[src/rtl/mips_mem_arbiter.sv]
// Purpose : arbitrates the MIPS fetch and data ports onto one single-port synchronous memory.
// Latency : grant and memory command are combinational; read data returns exactly one cycle later.
// Backpressure: a requester holds its request until it sees its gnt; loads/stores beat fetch
//               unless fetch has been denied MAX_WAIT cycles in a row.
//
// Ports:
//   mips_clk, mips_rst (async, active-low)
//   if_req/if_addr -> if_gnt, if_rvalid/if_rdata          : instruction-fetch port
//   dm_req/dm_we/dm_be/dm_addr/dm_wdata -> dm_gnt,
//      dm_rvalid/dm_rdata                                  : data-memory port
//   mem_en/mem_we/mem_be/mem_addr/mem_wdata, mem_rdata     : shared memory command / read data
//   stall_cnt                                              : total fetch cycles spent waiting
module mips_mem_arbiter #(
   parameter int AW       = 32,
   parameter int DW       = 32,
   parameter int MAX_WAIT = 3
) (
   input  logic          mips_clk,
   input  logic          mips_rst,
   // instruction fetch
   input  logic          if_req,
   input  logic [AW-1:0] if_addr,
   output logic          if_gnt,
   output logic          if_rvalid,
   output logic [DW-1:0] if_rdata,
   // data memory
   input  logic          dm_req,
   input  logic          dm_we,
   input  logic [3:0]    dm_be,
   input  logic [AW-1:0] dm_addr,
   input  logic [DW-1:0] dm_wdata,
   output logic          dm_gnt,
   output logic          dm_rvalid,
   output logic [DW-1:0] dm_rdata,
   // shared memory
   output logic          mem_en,
   output logic          mem_we,
   output logic [3:0]    mem_be,
   output logic [AW-1:0] mem_addr,
   output logic [DW-1:0] mem_wdata,
   input  logic [DW-1:0] mem_rdata,
   // statistics
   output logic [31:0]   stall_cnt
);

   localparam logic [3:0] MAX_W = 4'(MAX_WAIT);

   // Who owns the read data arriving from memory this cycle.
   typedef enum logic [1:0] {
      OWN_NONE = 2'd0,
      OWN_IF   = 2'd1,
      OWN_DM   = 2'd2
   } owner_t;

   owner_t      owner_q, owner_d;
   logic [3:0]  starve_q, starve_d;
   logic [31:0] stall_cnt_q, stall_cnt_d;
   logic        if_denied;

   always_ff @(posedge mips_clk or negedge mips_rst) begin
      if (!mips_rst) begin
         owner_q     <= OWN_NONE;
         starve_q    <= 4'd0;
         stall_cnt_q <= 32'd0;
      end else begin
         owner_q     <= owner_d;
         starve_q    <= starve_d;
         stall_cnt_q <= stall_cnt_d;
      end
   end

   always_comb begin
      if_gnt      = 1'b0;
      dm_gnt      = 1'b0;
      mem_en      = 1'b0;
      mem_we      = 1'b0;
      mem_be      = 4'h0;
      mem_addr    = '0;
      mem_wdata   = '0;
      owner_d     = OWN_NONE;
      if_denied   = 1'b0;
      starve_d    = 4'd0;
      stall_cnt_d = stall_cnt_q;

      // Grants are gated by reset so nothing reaches memory while mips_rst is low.
      if (mips_rst) begin
         // A starved fetch overrides the normal data-first priority.
         if (if_req && (!dm_req || starve_q == MAX_W)) begin
            if_gnt = 1'b1;
         end else if (dm_req) begin
            dm_gnt = 1'b1;
         end

         if (if_gnt) begin
            mem_en   = 1'b1;
            mem_be   = 4'hF;
            mem_addr = if_addr;
            owner_d  = OWN_IF;
         end else if (dm_gnt) begin
            mem_en    = 1'b1;
            mem_we    = dm_we;
            mem_be    = dm_be;
            mem_addr  = dm_addr;
            mem_wdata = dm_wdata;
            owner_d   = dm_we ? OWN_NONE : OWN_DM;
         end

         if_denied = if_req && !if_gnt;
         if (if_denied) begin
            starve_d    = (starve_q == MAX_W) ? starve_q : starve_q + 4'd1;
            stall_cnt_d = stall_cnt_q + 32'd1;
         end
      end
   end

   assign if_rvalid = (owner_q == OWN_IF);
   assign dm_rvalid = (owner_q == OWN_DM);
   assign if_rdata  = if_rvalid ? mem_rdata : '0;
   assign dm_rdata  = dm_rvalid ? mem_rdata : '0;
   assign stall_cnt = stall_cnt_q;

endmodule

[config.mk]
export PLATFORM = sky130hd
export DESIGN_NAME = mips_mem_arbiter
export DESIGN_NICKNAME = d
export VERILOG_FILES = /design/src/rtl/mips_mem_arbiter.sv
export SDC_FILE = /design/constraint.sdc
export NUM_CORES = 1
export LEC_CHECK = 0
export CORE_AREA = 2 2 119 121
export DETAILED_ROUTE_END_ITERATION = 16
export DIE_AREA = 0 0 121 123
export HOLD_SLACK_MARGIN = 0.08
export SETUP_SLACK_MARGIN = 0.4
export SYNTH_ARGS = -nofsm -noshare
export SYNTH_HDL_FRONTEND = slang
export SYNTH_SLANG_ARGS = --single-unit
[constraint.sdc]
create_clock -name mips_clk -period 5.45 [get_ports mips_clk]
set_clock_uncertainty 0.05 [all_clocks]
set_input_delay 1.3625 -clock mips_clk [delete_from_list [all_inputs] [get_ports mips_clk]]
set_output_delay 1.3625 -clock mips_clk [all_outputs]
set_load 0.05 [all_outputs]
# Yosys cells after proc, flatten, opt, wreduce, memory -nomap -nowiden
# Index checks and enable logic that the tools add are counted.
word_totals:
  wordCells: 46
  inputBits: 137
  reg_bits: 38
  out_inout_bits: 170
classes:
  n_eq_ne: 4
  muxes: 31
  reduce_logical: 6
  add_sub_neg: 2
op_table:
  columns: ["cell", "n"]
  rows:
  - ["$mux W32", 8]
  - ["$add A32 B1 Y32 const B", 1]
  - ["$mux W4", 6]
  - ["$mux W1", 13]
  - ["$mux W2", 4]
  - ["$add A4 B1 Y4 const B", 1]
  - ["$eq A4 B2 Y1 const B", 1]
  - ["$ne A3 B3 Y1 const B", 1]
  - ["$eq A2 B1 Y1 const B", 1]
  - ["$eq A2 B2 Y1 const B", 1]
  - ["$logic_and A1 B1 Y1", 2]
  - ["$logic_not A1 Y1", 2]
  - ["$reduce_and A2 Y1", 1]
  - ["$logic_or A1 B1 Y1", 1]

# Depth between registers and ports, before layout
depth:
  depth_word: 9
  depth_mapped: 7
  ltp_nobuf: 5

# Least setup slack after synthesis
# OpenSTA, ideal clock, no wires.
synth_timing:
  kind: "in2out"
  startpoint: "input port mips_rst"
  endpoint: "output port mem_wdata[22]"
  path_buffers: 2
  path_stages: 5
  path_slack_ps: 1185
  arrival_ps: 2852
  required_time_ps: 4038
  cell_sequence: "and2_1 buf_6 o21a_4 clkbuf_1 and2_1"
synth_via:
  elab_chain_len: 1
synth_lines:
  columns: ["element", "line_no", "source"]
  rows:
  - ["from (decl)", "19", "input logic mips_rst,"]
  - ["$mux W32", "86", "if (mips_rst) begin"]
  - ["to (decl)", "40", "output logic [DW-1:0] mem_wdata,"]
# Every way passes these cells.

# Final worst setup path
layout_timing:
  startpoint: "input port dm_req"
  endpoint: "output port mem_addr[20]"
layout_via:
  elab_chain_len: 8
  elab_cells_between_ends: 11
  classes_between: "mux (8); reduce/logical (3)"
layout_lines:
  columns: ["element", "line_no", "source"]
  rows:
  - ["from (decl)", "27", "input logic dm_req,"]
  - ["$logic_not A1 Y1", "88", "if (if_req && (!dm_req || starve_q == MAX_W)) begin"]
  - ["$logic_or A1 B1 Y1", "88", null]
  - ["$logic_and A1 B1 Y1", "88", null]
  - ["$mux W1", "88", null]
  - ["$mux W1", "86", null]
  - ["$mux W32", "99", "end else if (dm_gnt) begin"]
  - ["$mux W32 (*)", "94", "if (if_gnt) begin"]
  - ["$mux W32 (*)", "86", null]
  - ["to (decl)", "39", "output logic [AW-1:0] mem_addr,"]
# Mark *: on every way between the ends. The rest lies on a longest branch, timed or not. The select of a mux whose other input is x is not followed.

==> results.yml <==
worst_setup_path:
  worstPathRequired_ns: 4.04
  crit_slowest_cell: "o21a_4"
  worstPathMaxFanout: 67
  cp-end-kind: "primary output"
  critPathBufInv: 2
  worstSetupPathType: "in2out"
  arrival_ns: 3.45
  cp-start-kind: "input port"
  cp_slowest_stage_delay_ns: 0.63
  regToRegSetupSlack_ns: 3.30
  crit_chain: "clkdlybuf4s50_1 -> and2_1 -> o21a_4 -> a22o_1 -> buf_12"
  critical_path.top_delay_family: "compound AO/OA/AOI/OAI gates"
cts:
  post_cts_buffers: 0
  cts_buffer_depth: 2
  hold_buffers: 0
  cts_buffers: 5
  cts_root_buf: "clkbuf_16"
  cts_resized: 0
  cts_tree: "yes"
  cts_sinks: 38
  h-tree-depth: 2
  cts.clk_slew.worst_paths_ns: 0.05
  clk_latency_ns: 0.28
layout:
  nFillCells: 1219
  num-nets-final: 748
  syn_to_final_growth_pct: 133
  drive_above_1_share_pct: 16.9
power_and_ir_drop:
  vdd_drop_max_uv: 134
  power_mw: 1.25
  power_leakage_nw: 2.95
  power_density_nw_per_um2: 180
logic_synthesis:
  ys_seq_area_share_pct: 31.9
  async_flop_share_pct: 100
  synth_edf_count: 0
  synthCells: 317
  synthDistinctLibCells: 34
  synthFlopType: "dfrtp_1"
  synth_nets: 456
  synth_top_area_share_pct: 31.9
  synth_area_um2: 2990
  yosysWarnings: 0
  synthTopCellsByArea: "dfrtp_1, and2_1, a22o_1, xor2_1, nor4_2"
  ys_ff_latch: 38
  yosys.area.top_type: "dfrtp_1"
  syn_area_per_cell_um2: 9.42
timing:
  hold_viol: 0
  setup_viol: 0
  rsz0062_at_grt: "false"
  period_needed_ns: 4.87
  fin_setup_tns_ns: 0
  fin_crit_sh_pct: 89.3
  slew_headroom_pct: 54.1
  slew_viol_final: 0
  worstMarginPinSlew_ns: 0.688
  fmax_mhz: 205
worst_hold_path:
  worst_hold_path_type: "reg2reg"
floorplanning:
  ios: 307
  die_x_um: 121
  dieArea_um2: 14900
  die_h_um: 123
  rows: 43
  core_area_um2: 13600
  start_util_pct: 21.9
drt:
  wl_per_cell_um: 17.3
  postRouteAntennaNets: 0
  dr.pass1.iters: 5
  vias_per_cell: 4.38
  wl_um: 13700
  drc_errors: 0
  vias: 3461
  drt_iter0_markers: 122
grt:
  grt_usage_pct: 17.6
  grt_first_pass_wirelength_um: 20300
  antenna_found_initial: 1
  grt_max_degree: 68
  grt_overflow_total: 0
  first_global_vias: 3441
job:
  drv_cap: 0
placement:
  io_buffers: 306
  gp_congestion: 0.922
  hpwl_um: 11600
status:
  outcome: "finished clean"
-- Yosys cell counts (all sizes together) (2+ instances only) --
cell type,number
o21a,2
nand4,7
buf,15
clkbuf,10
ha,2
a21o,4
xor2,27
nand3,13
xnor2,6
inv,5
nor4,15
a22o,32
nor3,7
dfrtp,38
nor2,9
and2,100
and4,6
nand2,10
nor2b,3
-- report_power, final --
part,leakage [nW],switching (mW),internal (mW)
combinational,2.36,0.324,0.274
clock,0.0836,0.110,0.214
sequential,0.507,0.0288,0.302
-- state kept, by name (all words and copies together), names as in the netlist --
| name | flops |
|---|---|
| starve_q | 4 |
| stall_cnt | 32 |
| owner_q | 2 |
-- per-stage QoR --
step                      instance area [um^2]  hold WS, ns  setup WS, ns  utilization (%)  std cells
after floorplan                           2990        0.383          1.19                -        317
after global placement                    6790        0.394         0.669             49.9        782
after detailed placement                  6790        0.407         0.619             49.9        782
after CTS                                 6950        0.414         0.591             51.1        790
after global routing                      6960        0.435         0.455             51.1        791
final                                     6960        0.411         0.583             51.1        791
-- worst reg2reg max path, cell delays in order, from the launching register on --
cell and delay (ns):
dfrtp_1 0.39, ha_1 0.23, or3b_1 0.40, nand3_4 0.37, nor4b_1 0.48, xor2_1 0.17
-- cells by family after synthesis --
kind of cell	count (synthesis)	share of synthesized area, %
AO/OA/AOI/OAI	39	11.7
XOR/XNOR	33	9.68
adder cells (fa/ha/maj)	2	0.838
buffers and inverters	30	6.37
flip-flops	38	31.9
multiplexers	1	0.377
AND/OR/NAND/NOR	174	39.2
-- path summary, 6_finish.rpt --
check | end | depth (start not counted) | from
min in group asynchronous | stall_cnt[2] | 1 | mips_rst
max in group asynchronous | stall_cnt[9] | 2 | mips_rst
worst min-delay path | starve_q[0] | 1 | starve_q[0]
worst max register to register | stall_cnt[14] | 5 | starve_q[0]
worst min register to register | starve_q[0] | 1 | starve_q[0]
worst max-delay path | mem_addr[20] | 5 | dm_req
-- cells in the final DEF, fill, tap and decap left out --
cell type,Yosys,final
ha_1,2,2
o21a_4,1,1
nor4_4,1,1
nand3_4,1,1
a21oi_4,1,1
nand3_1,11,11
buf_12,0,67
xnor2_1,6,6
nand3_2,1,1
a22o_1,32,32
nor4_1,3,3
inv_1,5,5
clkbuf_16,0,5
nor4b_1,1,1
nor2_1,9,9
nand2_1,10,10
nor2b_1,3,3
nand4_4,2,2
o21a_1,1,1
clkdlybuf4s50_1,0,234
dfrtp_1,38,38
xor2_1,27,27
and3_1,1,1
buf_2,4,1
and2_1,100,100
nor3_1,7,7
diode_2,0,1
a21o_1,4,4
nand4_1,5,5
clkinv_2,0,2
buf_4,3,8
mux2_2,1,1
or3b_1,1,1
bufinv_16,0,1
nor4_2,11,11
and4_1,6,6
and3b_1,1,1
-- routing by layer --
layer	global-route usage, %	share of wire, %	routed length [um]	vias up
li1	-	-	-	1671
met1	21.1	40	5510	1606
met2	31.3	50	6860	174
met3	5.40	8.6	1180	10
met4	3.05	1.2	170	0
met5	0	0	0	-
-- area by class of cell --
class                      count  area [um^2]  share of cell area, %
clock inverter                 3         40.0                  0.576
antenna                        1         2.50                 0.0360
inverter                       5         18.8                  0.270
clock buffer                   5          125                   1.80
sequential                    38          951                   13.7
timing repair buffer         310         3750                   53.9
tap                          180          225                   3.24
multi-input combinational    249         1840                   26.5
Power figures use the tool's default switching activity.
